===== src/rtl/com_bus_arbiter.sv =====
// Coherence-bus arbiter: round-robin processor ownership, fixed-priority snoop
// data supply within a tenure, and lower-level memory fallback.
module com_bus_arbiter #(
  parameter int NUM_PROC = 8
) (
  input  logic                clk,
  input  logic                rst_n,
  input  logic [NUM_PROC-1:0] Com_Bus_Req_proc,
  input  logic [NUM_PROC-1:0] Com_Bus_Req_snoop,
  input  logic                Mem_snoop_req,
  output logic [NUM_PROC-1:0] Com_Bus_Gnt_proc,
  output logic [NUM_PROC-1:0] Com_Bus_Gnt_snoop,
  output logic                Mem_snoop_gnt,
  output logic                Bus_busy
);
  localparam int PW = (NUM_PROC > 1) ? $clog2(NUM_PROC) : 1;
  localparam logic [NUM_PROC-1:0] ONE = NUM_PROC'(1);

  typedef enum logic {IDLE, PROC_OWN} state_t;

  state_t              state_q, state_d;
  logic [PW-1:0]       rr_ptr_q, rr_ptr_d;
  logic [NUM_PROC-1:0] gnt_proc_q, gnt_proc_d;
  logic [NUM_PROC-1:0] gnt_snoop_q, gnt_snoop_d;
  logic                mem_gnt_q, mem_gnt_d;
  logic                busy_q;

  logic                rr_hit, sn_hit, owner_req;
  logic [PW-1:0]       rr_win, sn_win;
  logic [NUM_PROC-1:0] sn_req;

  // Round-robin scan starting at rr_ptr, wrapping at NUM_PROC-1 -> 0.
  always_comb begin
    rr_hit = 1'b0;
    rr_win = '0;
    for (int k = 0; k < NUM_PROC; k++) begin
      if (!rr_hit && Com_Bus_Req_proc[(int'(rr_ptr_q) + k) % NUM_PROC]) begin
        rr_hit = 1'b1;
        rr_win = PW'((int'(rr_ptr_q) + k) % NUM_PROC);
      end
    end
  end

  // Owner cannot supply its own miss data, so its snoop bit is masked.
  assign sn_req    = Com_Bus_Req_snoop & ~gnt_proc_q;
  assign owner_req = |(Com_Bus_Req_proc & gnt_proc_q);

  always_comb begin
    sn_hit = 1'b0;
    sn_win = '0;
    for (int i = 0; i < NUM_PROC; i++) begin
      if (!sn_hit && sn_req[i]) begin
        sn_hit = 1'b1;
        sn_win = PW'(i);
      end
    end
  end

  always_comb begin
    state_d     = state_q;
    rr_ptr_d    = rr_ptr_q;
    gnt_proc_d  = gnt_proc_q;
    gnt_snoop_d = gnt_snoop_q;
    mem_gnt_d   = mem_gnt_q;
    case (state_q)
      IDLE: begin
        gnt_proc_d  = '0;
        gnt_snoop_d = '0;
        mem_gnt_d   = 1'b0;
        if (rr_hit) begin
          gnt_proc_d = ONE << rr_win;
          rr_ptr_d   = PW'((int'(rr_win) + 1) % NUM_PROC);
          state_d    = PROC_OWN;
        end
      end
      PROC_OWN: begin
        if (!owner_req) begin
          gnt_proc_d  = '0;
          gnt_snoop_d = '0;
          mem_gnt_d   = 1'b0;
          state_d     = IDLE;
        end else if (|gnt_snoop_q) begin
          // A releasing supplier leaves the bus idle for one edge before re-arbitration.
          if (!(|(gnt_snoop_q & Com_Bus_Req_snoop))) gnt_snoop_d = '0;
        end else if (mem_gnt_q) begin
          if (!Mem_snoop_req) mem_gnt_d = 1'b0;
        end else if (sn_hit) begin
          gnt_snoop_d = ONE << sn_win;
        end else if (Mem_snoop_req) begin
          mem_gnt_d = 1'b1;
        end
      end
      default: begin
        state_d     = IDLE;
        gnt_proc_d  = '0;
        gnt_snoop_d = '0;
        mem_gnt_d   = 1'b0;
      end
    endcase
  end

  always_ff @(posedge clk or negedge rst_n) begin
    if (!rst_n) begin
      state_q     <= IDLE;
      rr_ptr_q    <= '0;
      gnt_proc_q  <= '0;
      gnt_snoop_q <= '0;
      mem_gnt_q   <= 1'b0;
      busy_q      <= 1'b0;
    end else begin
      state_q     <= state_d;
      rr_ptr_q    <= rr_ptr_d;
      gnt_proc_q  <= gnt_proc_d;
      gnt_snoop_q <= gnt_snoop_d;
      mem_gnt_q   <= mem_gnt_d;
      busy_q      <= |gnt_proc_d;
    end
  end

  assign Com_Bus_Gnt_proc  = gnt_proc_q;
  assign Com_Bus_Gnt_snoop = gnt_snoop_q;
  assign Mem_snoop_gnt     = mem_gnt_q;
  assign Bus_busy          = busy_q;
endmodule


===== config.mk =====
export PLATFORM = sky130hd
export DESIGN_NAME = com_bus_arbiter
export DESIGN_NICKNAME = d
export VERILOG_FILES = /design/src/rtl/com_bus_arbiter.sv
export SDC_FILE = /design/constraint.sdc
export NUM_CORES = 1
export LEC_CHECK = 0
export ABC_AREA = 1
export BUFFER_PORTS_ARGS = -buffer_cell sky130_fd_sc_hd__buf_2
export CAP_MARGIN = 20
export CORE_MARGIN = 1.5
export CORE_UTILIZATION = 61
export CTS_BUF_LIST = sky130_fd_sc_hd__clkbuf_4 sky130_fd_sc_hd__clkbuf_8 sky130_fd_sc_hd__clkbuf_16
export DETAILED_ROUTE_END_ITERATION = 12
export GPL_TIMING_DRIVEN = 0
export HOLD_SLACK_MARGIN = 0.12
export PLACE_DENSITY = 0.86
export SLEW_MARGIN = 25
export SYNTH_ARGS = -nofsm -noshare
export SYNTH_HDL_FRONTEND = slang
export SYNTH_SLANG_ARGS = --single-unit

===== constraint.sdc =====
create_clock -name clk -period 9.65 [get_ports clk]
set_input_delay 0.4825 -clock clk [delete_from_list [all_inputs] [get_ports clk]]
set_output_delay 0.4825 -clock clk [all_outputs]
set_load 0.005 [all_outputs]

# Yosys cells after proc, flatten, opt, wreduce, memory -nomap -nowiden
# Index checks and enable logic that the tools add are counted.
# classes
n_addsub,8
magnitude_cmp,8
n_eq_ne,4
n_shift,2
n_mux,72
bitwise,12
reduce_logical,41
# ops
op,count
8-bit two-way mux,7
3-bit two-way mux,14
1-bit two-way mux,39
4-bit by 5-bit less-than comparator with 1-bit output (second input constant),7
8-bit case mux with 2 select lines,2
8-bit OR reduction,4
8-bit bitwise AND,3
1-bit binary-select mux with 3-bit select,8
3-bit OR reduction,7
1-bit by 3-bit left shift with 8-bit output (first input constant),2
1-bit logical AND,14
1-bit zero test,14
3-bit adder (second input constant),4
4-bit by 3-bit != test with 1-bit output (second input constant),2
8-bit inverter,1
1-bit bitwise AND (first input constant),7
3-bit by 1-bit adder with 3-bit output (second input constant),2
3-bit by 2-bit adder with 3-bit output (second input constant),2
3-bit by 4-bit less-than comparator with 1-bit output (second input constant),1
4-bit != test (second input constant),1
1-bit case mux with 2 select lines,2
3-bit != test (second input constant),1
3-bit AND reduction,1
2-bit AND reduction,1
1-bit inverter,1
# totals
register_bits,22
inputBits,19
out_inout_bits,18
word_cells,153

# Logic depth before layout (Yosys ltp)
# Gate-level depths: netlist (run 1).
# logic_depth
ltp_word,30
ltp_mapped,26

# Worst setup path after synthesis (run 1)
# No wires, ideal clock.
# synth_timing
path_kind,register to register
start,register rr_ptr_q[0]
end,register busy_q (netlist: Bus_busy)
setup_time_ns,0.119
t_arrival_ns,3.162
required_ns,9.531
setup_slack_ns,6.370
stages_incl_launch_ff,25
n_path_buf,2
synth_period_minus_slack_ns,3.280
cell_sequence,dfrtp_1 -> buf_6 -> inv_4 -> buf_12 -> ha_1 -> inv_1 -> nand3_2 -> nand3_2 -> nand2_2 -> nor2_8 -> nand4_4 -> nor2_4 -> inv_2 -> nor2_2 -> nand2_1 -> o21ai_0 -> inv_1 -> ha_1 -> ha_1 -> inv_1 -> o21ai_1 -> inv_1 -> nand3_1 -> nor2_1 -> nand2_1
# synth_between
elab_chain_len,28
word_cells_on_any_way,64
cone_classes,add/sub (7); shift (1); mux (41); reduce/logical (15)
# synth_lines
item,line_no,text
"start, declared",22,"logic [PW-1:0] rr_ptr_q, rr_ptr_d;"
"start signal, assigned",112,rr_ptr_q <= rr_ptr_d;
3-bit by 1-bit adder with 3-bit output / 1-bit binary-select mux with 3-bit select (equally long branches),"37, 39",
1-bit binary-select mux with 3-bit select / 1-bit two-way mux (equally long branches),37,if (!rr_hit && Com_Bus_Req_proc[(int'(rr_ptr_q) + k) % NUM_PROC]) begin
1-bit two-way mux (not written as such),37,
1-bit two-way mux (not written as such) / 1-bit zero test (equally long branches),37,
1-bit logical AND,37,
1-bit two-way mux,37,
1-bit zero test,37,
1-bit logical AND,37,
(+13 left out),-,
1-bit zero test,37,
1-bit logical AND,37,
3-bit two-way mux,37,
1-bit by 3-bit left shift with 8-bit output,71,gnt_proc_d = ONE << rr_win;
8-bit two-way mux (*),70,if (rr_hit) begin
8-bit case mux with 2 select lines (*),65,case (state_q)
named net gnt_proc_d[7],23,"logic [NUM_PROC-1:0] gnt_proc_q, gnt_proc_d;"
8-bit OR reduction (*),116,busy_q <= |gnt_proc_d;
"end signal, assigned",116,
"end, declared",26,logic busy_q;
# Mark *: on every way through the listed nets, which the timed path passes. The rest lies on a longest branch. The select of a mux whose other input is x is not followed.
# A chain may end at the register's enable or synchronous reset.

# Worst setup path after layout (run 1)
# Same ends and word-level chain as after synthesis.

==> out/metrics.cfg, run 1 <==
[sta]
min_period_ns = 3.89
setup_viol = 0
hold_ws_ns = 0.107
worst_slew_pin_slew_ns = 0.489
layout_worst_path_cycle_share_pct = 40.4
clock_skew_ns = 0.00131
drv_slew = 0
fmax_mhz = 257
report.final.hold_viol_count = 0
relSlewSlack_pct = 67.4
rsz0062_at_grt = no
tns_ns = 0

[place]
dp_hpwl_mm = 4.40
place_congestion = 0.980
placed_area_um2 = 2360
port_buffers = 36

[critical_path]
path_delay_family = simple AND/OR/NAND/NOR gates
critPathRequiredTime_ns = 9.87
critPathKind = register to register
path_cells = buf_6 > inv_4 > buf_12 > ha_1 > inv_1 > nand3_2 > nand2_1 > nand2_1 > nand2_1 > nand4_4 > nor2_4 > inv_2 > nor2_2 > nand2_1 > o21ai_0 > inv_1 > ha_1 > ha_1 > inv_1 > o21ai_1 > inv_1 > nand3_1 > nor2_1 > nand2_1
cp_slowest_cell = ha_1
cp_num_buf_inv = 8
cp_max_fo = 10
setup.worst_path.start_class = register
critPathMaxStageDelay_ns = 0.39
crit_path_frequent_cell = nand2_1
end_kind = register
cp.arrival_ns = 4.11

[floorplanning]
die_width_um = 62.0
core_area_um2 = 3340
start_util_pct = 63.6
ios = 37
row_count = 21
dieArea_um2 = 3840
die_h_um = 62.0

[synthesis]
syn-cell-area_um2 = 2120
synth_ff_type = dfrtp_1
yosysMostFrequentCell = nand2_1
synth.largest_area_cell = dfrtp_1
synth_commonest_cells = nand2_1, inv_1, nor2_1, nand3_1, dfrtp_1
ys_ff_latch = 22
ys_warn_count = 0
yosys-top-cells-area = dfrtp_1, nand2_1, inv_1
synth-edff-count = 0
post_synth_num_cell_types = 39
avgSynthCellArea_um2 = 6.98
synthArstFlopShare_pct = 100
synthesis.nets = 330
yosysTopAreaCellShare_pct = 25.9
ys_seq_area_share_pct = 25.9
synthCells = 304

[run]
max_cap_viol_count = 0

[power_and_ir_drop]
irDropWorstVdd_mv = 0.254
p_per_area_nw_per_um2 = 393
p_leak_uw = 0.00136

[finish]
finish.utilization_pct = 71.4
area_growth_pct = 12.3
final_area_um2 = 2380
nNetsFinal = 371
drive_above_1_share_pct = 23.9
n_antenna_cell = 0

[drt]
wire_per_inst_um = 13.8
wl_mm = 5.36
vias = 2136
drc = 0
drt_iter0_markers = 188
firstDrtPassIters = 4
ant_nets = 0
vias_per_cell = 5.49

[clocking]
clockBufferDepth = 2
numCtsBuffers = 3
cts.htree.levels = 1
cts_setup_buffers = 0
path_clk_slew_ns = 0.12
cts_tree = yes
cts_resized = 0
cts.sinks = 22
clk_latency_ns = 0.32
ctsHoldBuffers = 0
cts_root_buffer = clkbuf_4

[run_status]
status = finished clean

[grt]
grt_pass1_vias = 1953
grt_max_degree = 23
antenna_found_initial = 0
grt_first_pass_wirelength_mm = 8.55
track_usage_pct = 30.2
overflow = 0

[min_path]
hp-class = input port to asynchronous set/reset pin

## area by class of cell
| class | count | area (um2) |
|---|---|---|
| tap | 46 | 57.6 |
| buffer | 5 | 51.3 |
| inverter | 54 | 205 |
| clock buffer | 3 | 22.5 |
| sequential | 22 | 551 |
| multi-input combinational | 223 | 1320 |
| fill | 308 | 955 |
| timing repair buffer | 36 | 180 |
## final timing paths
| path | depth (start not counted) | from | endpoint | slack [ns] |
|---|---|---|---|---|
| max | 24 | rr_ptr_q[0]$_DFFE_PN0P_ | Bus_busy$_DFF_PN0_ | 5.76 |
| min | 1 | rst_n | Com_Bus_Gnt_snoop[1]$_DFFE_PN0P_ | 0.11 |
| max reg2reg | 24 | rr_ptr_q[0]$_DFFE_PN0P_ | Bus_busy$_DFF_PN0_ | 5.76 |
| min reg2reg | 2 | Mem_snoop_gnt$_DFFE_PN0P_ | Mem_snoop_gnt$_DFFE_PN0P_ | 0.53 |
| max in group asynchronous | 1 | rst_n | Com_Bus_Gnt_proc[6]$_DFF_PN0_ | 9.22 |
| min in group clk | 3 | Mem_snoop_req | Mem_snoop_gnt$_DFFE_PN0P_ | 0.41 |
## through the flow
stage / cells / setup slack (ns) / power [uW]
after floorplan: 304 / 6.37 / 742
after global placement: 386 / 5.91 / 867
after detailed placement: 386 / 5.76 / 888
after CTS: 389 / 5.73 / 935
after global routing: 389 / 5.36 / 1050
final: 389 / 5.76 / 937
## sequential cells by signal (all words and copies together), names as in the netlist
name / cells
Bus_busy: 1
Com_Bus_Gnt_proc: 8
Com_Bus_Gnt_snoop: 8
Mem_snoop_gnt: 1
rr_ptr_q: 3
state_q: 1
## report_power, final
| part | switching (uW) | total [uW] | internal (uW) | leakage (uW) |
|---|---|---|---|---|
| sequential | 11.4 | 126 | 115 | 0.000295 |
| combinational | 502 | 767 | 266 | 0.00105 |
| clock | 29.1 | 43.8 | 14.6 | 0.0000138 |
| total | 542 | 937 | 395 | 0.00136 |
## per-layer routing
layer	wire, um	vias up	global-route usage (%)
met1	2200	981	37.3
met5	0	-	0
met4	74	0	7.90
met3	393	10	4.35
li1	-	1061	-
met2	2690	84	54.6
## cells in the final DEF (no fill, tap or decap), types with 5 or more instances in the layout
cell,Yosys,layout
nand2_1,74,74
inv_1,50,50
buf_2,1,37
nor2_1,34,34
nand3_1,28,28
dfrtp_1,22,22
o21ai_0,12,12
nand3_2,10,10
o22ai_1,8,8
nand2_4,7,7
ha_1,7,7
nand2_2,5,5
## logic make-up after synthesis
group / after synthesis / synth area share (%)
fa+ha+maj: 7 / 4.13
compound gates: 33 / 10.1
buf+inv: 59 / 12.1
flops: 22 / 25.9
xor+xnor: 5 / 2.42
simple gates: 178 / 45.3
Note: power is estimated with default switching activity, not from simulation.
==> inputs of run 2 (changes only) <==
- CORE_UTILIZATION: 61 -> 51
- PLACE_DENSITY: 0.86 -> 0.77
- clock period: 9.65 -> 3.19 ns (I/O delays scaled with it)
==> out/metrics.cfg, run 2 (synthesis gave the netlist of run 1 again) <==
[sta]
fmax_mhz = 327  ; was 257 MHz
min_period_ns = 3.06  ; was 3.89 ns
relSlewSlack_pct = 66.5  ; was 67.4%
rsz0062_at_grt = yes  ; was no
drv_slew = 0  ; unchanged
clock_skew_ns = 0.00222  ; was 0.00131 ns
report.final.hold_viol_count = 0  ; unchanged
layout_worst_path_cycle_share_pct = 95.9  ; was 40.4%
worst_slew_pin_slew_ns = 0.503  ; was 0.489 ns
setup_viol = 0  ; unchanged

[min_path]
hp-class = input port to register  ; was input port to asynchronous set/reset pin
min_to = Mem_snoop_gnt$_DFFE_PN0P_
min_path_cells = 3
hold_path_startpoint = Mem_snoop_req

[place]
place_congestion = 0.925  ; was 0.980
placed_area_um2 = 2360  ; about the same
dp_hpwl_mm = 4.31  ; was 4.40 mm
port_buffers = 36  ; unchanged

[grt]
track_usage_pct = 25.9  ; was 30.2%
grt_first_pass_wirelength_mm = 8.87  ; was 8.55 mm
overflow = 0  ; unchanged
grt_pass1_vias = 1976  ; was 1953
grt_max_degree = 23  ; unchanged
antenna_found_initial = 0  ; unchanged

[clocking]
clockBufferDepth = 2  ; unchanged
numCtsBuffers = 3  ; unchanged
path_clk_slew_ns = 0.08  ; was 0.12 ns
cts.sinks = 22  ; unchanged
cts_tree = yes  ; unchanged
cts_root_buffer = clkbuf_8  ; was clkbuf_4
clk_latency_ns = 0.27  ; was 0.32 ns
cts.htree.levels = 1  ; unchanged

[floorplanning]
die_width_um = 67.5  ; was 62.0 um
die_h_um = 67.5  ; was 62.0 um
dieArea_um2 = 4560  ; was 3840 um2
core_area_um2 = 4000  ; was 3340 um2
start_util_pct = 53.0  ; was 63.6%
row_count = 23  ; was 21
ios = 37  ; unchanged

[run]
max_cap_viol_count = 0  ; unchanged

[critical_path]
critPathMaxStageDelay_ns = 0.40  ; was 0.39 ns
cp_slowest_cell = dfrtp_1  ; was ha_1
worstReg2RegEnd = Bus_busy$_DFF_PN0_  ; unchanged
end_kind = register  ; unchanged
r2r-start = rr_ptr_q[0]$_DFFE_PN0P_  ; unchanged
setup.worst_path.start_class = register  ; unchanged
ff2ff_path_depth = 26  ; was 24
critPathRequiredTime_ns = 3.35  ; was 9.87 ns
reg2reg_slack_ns = 0.13  ; was 5.76 ns
cp.arrival_ns = 3.22  ; was 4.11 ns
critPathKind = register to register  ; unchanged
cp_max_fo = 6  ; was 10

[finish]
drive_above_1_share_pct = 34.9  ; was 23.9%
final_common_cell = nand2_1  ; unchanged
area_growth_pct = 28.8  ; was 12.3%
final_area_um2 = 2730  ; was 2380 um2
n_antenna_cell = 0  ; unchanged
nNetsFinal = 388  ; was 371
final_cell_mix = nand2_1, inv_1, buf_2  ; unchanged

[drt]
firstDrtPassIters = 5  ; was 4
vias = 2249  ; was 2136
vias_per_cell = 5.47  ; was 5.49
ant_nets = 0  ; unchanged
drt_iter0_markers = 184  ; was 188
drc = 0  ; unchanged
wl_mm = 5.82  ; was 5.36 mm
wire_per_inst_um = 14.2  ; was 13.8 um

[run_status]
status = finished clean  ; unchanged

## run 2: area by class of cell
class | instances | area [um2]
multi-input cells | 223 | 1480
fillers | 349 | 1270
flip-flops and latches | 22 | 551
repair buffers | 53 | 314
inverters | 54 | 218
well taps | 50 | 62.6
clock buffers | 4 | 55.1
plain buffers | 5 | 55.1
## run 2: critical path, delay by kind of cell, from the launching register on
kind / cells / cell delay [ns]
simple gates: 15 / 1.35
buf+inv: 7 / 0.64
flops: 1 / 0.40
fa+ha+maj: 2 / 0.38
compound gates: 2 / 0.18
## run 2: how the worst max path moves through the flow
stage,slack (ns),cells past startpoint,start,end
CTS,0.004,24,rr_ptr_q[0]$_DFFE_PN0P_,Bus_busy$_DFF_PN0_
finish,0.13,26,rr_ptr_q[0]$_DFFE_PN0P_,Bus_busy$_DFF_PN0_
global placement,-0.32,24,rr_ptr_q[0]$_DFFE_PN0P_,Bus_busy$_DFF_PN0_
detailed placement,-0.40,24,rr_ptr_q[0]$_DFFE_PN0P_,Bus_busy$_DFF_PN0_
floorplan,0.07,24,rr_ptr_q[0]$_DFFE_PN0P_,Bus_busy$_DFF_PN0_
global route,-0.05,26,rr_ptr_q[0]$_DFFE_PN0P_,Bus_busy$_DFF_PN0_
## run 2: what timing repair did
item                                    CTS  global route
pin swaps                                 2            24
setup buffers                             4            12
cloned                                    0             0
gates resized for setup                   7            38
hold buffers                              1             0
endpoints found under the setup margin   10             7
endpoints found under the hold margin    22             0
## run 2: routing by layer
metal	wire, um	vias to the layer above	global-route usage [%]
li1	-	1089	-
met1	2420	1060	31.4
met2	3010	85	47.5
met3	260	15	2.17
met4	133	0	8.93
met5	0	-	0
## run 2: metrics by stage
stage | hold WS [ns] | setup TNS (ns) | worst slack (ns) | std cells | utilization [%]
global route | 0.156 | -0.0459 | -0.0459 | 411 | 68.3
CTS | 0.141 | 0 | 0.00390 | 399 | 62.2
detailed placement | 0.157 | -1.07 | -0.398 | 390 | 59.1
floorplan | -0.136 | 0 | 0.0672 | 304 | -
global placement | 0.147 | -0.591 | -0.325 | 390 | 59.1
finish | 0.134 | 0 | 0.130 | 411 | 68.3
Power of run 2 is left out: the tool's default activity adds up to more than one toggle a clock period on the data nets, which glitch-free logic cannot reach.
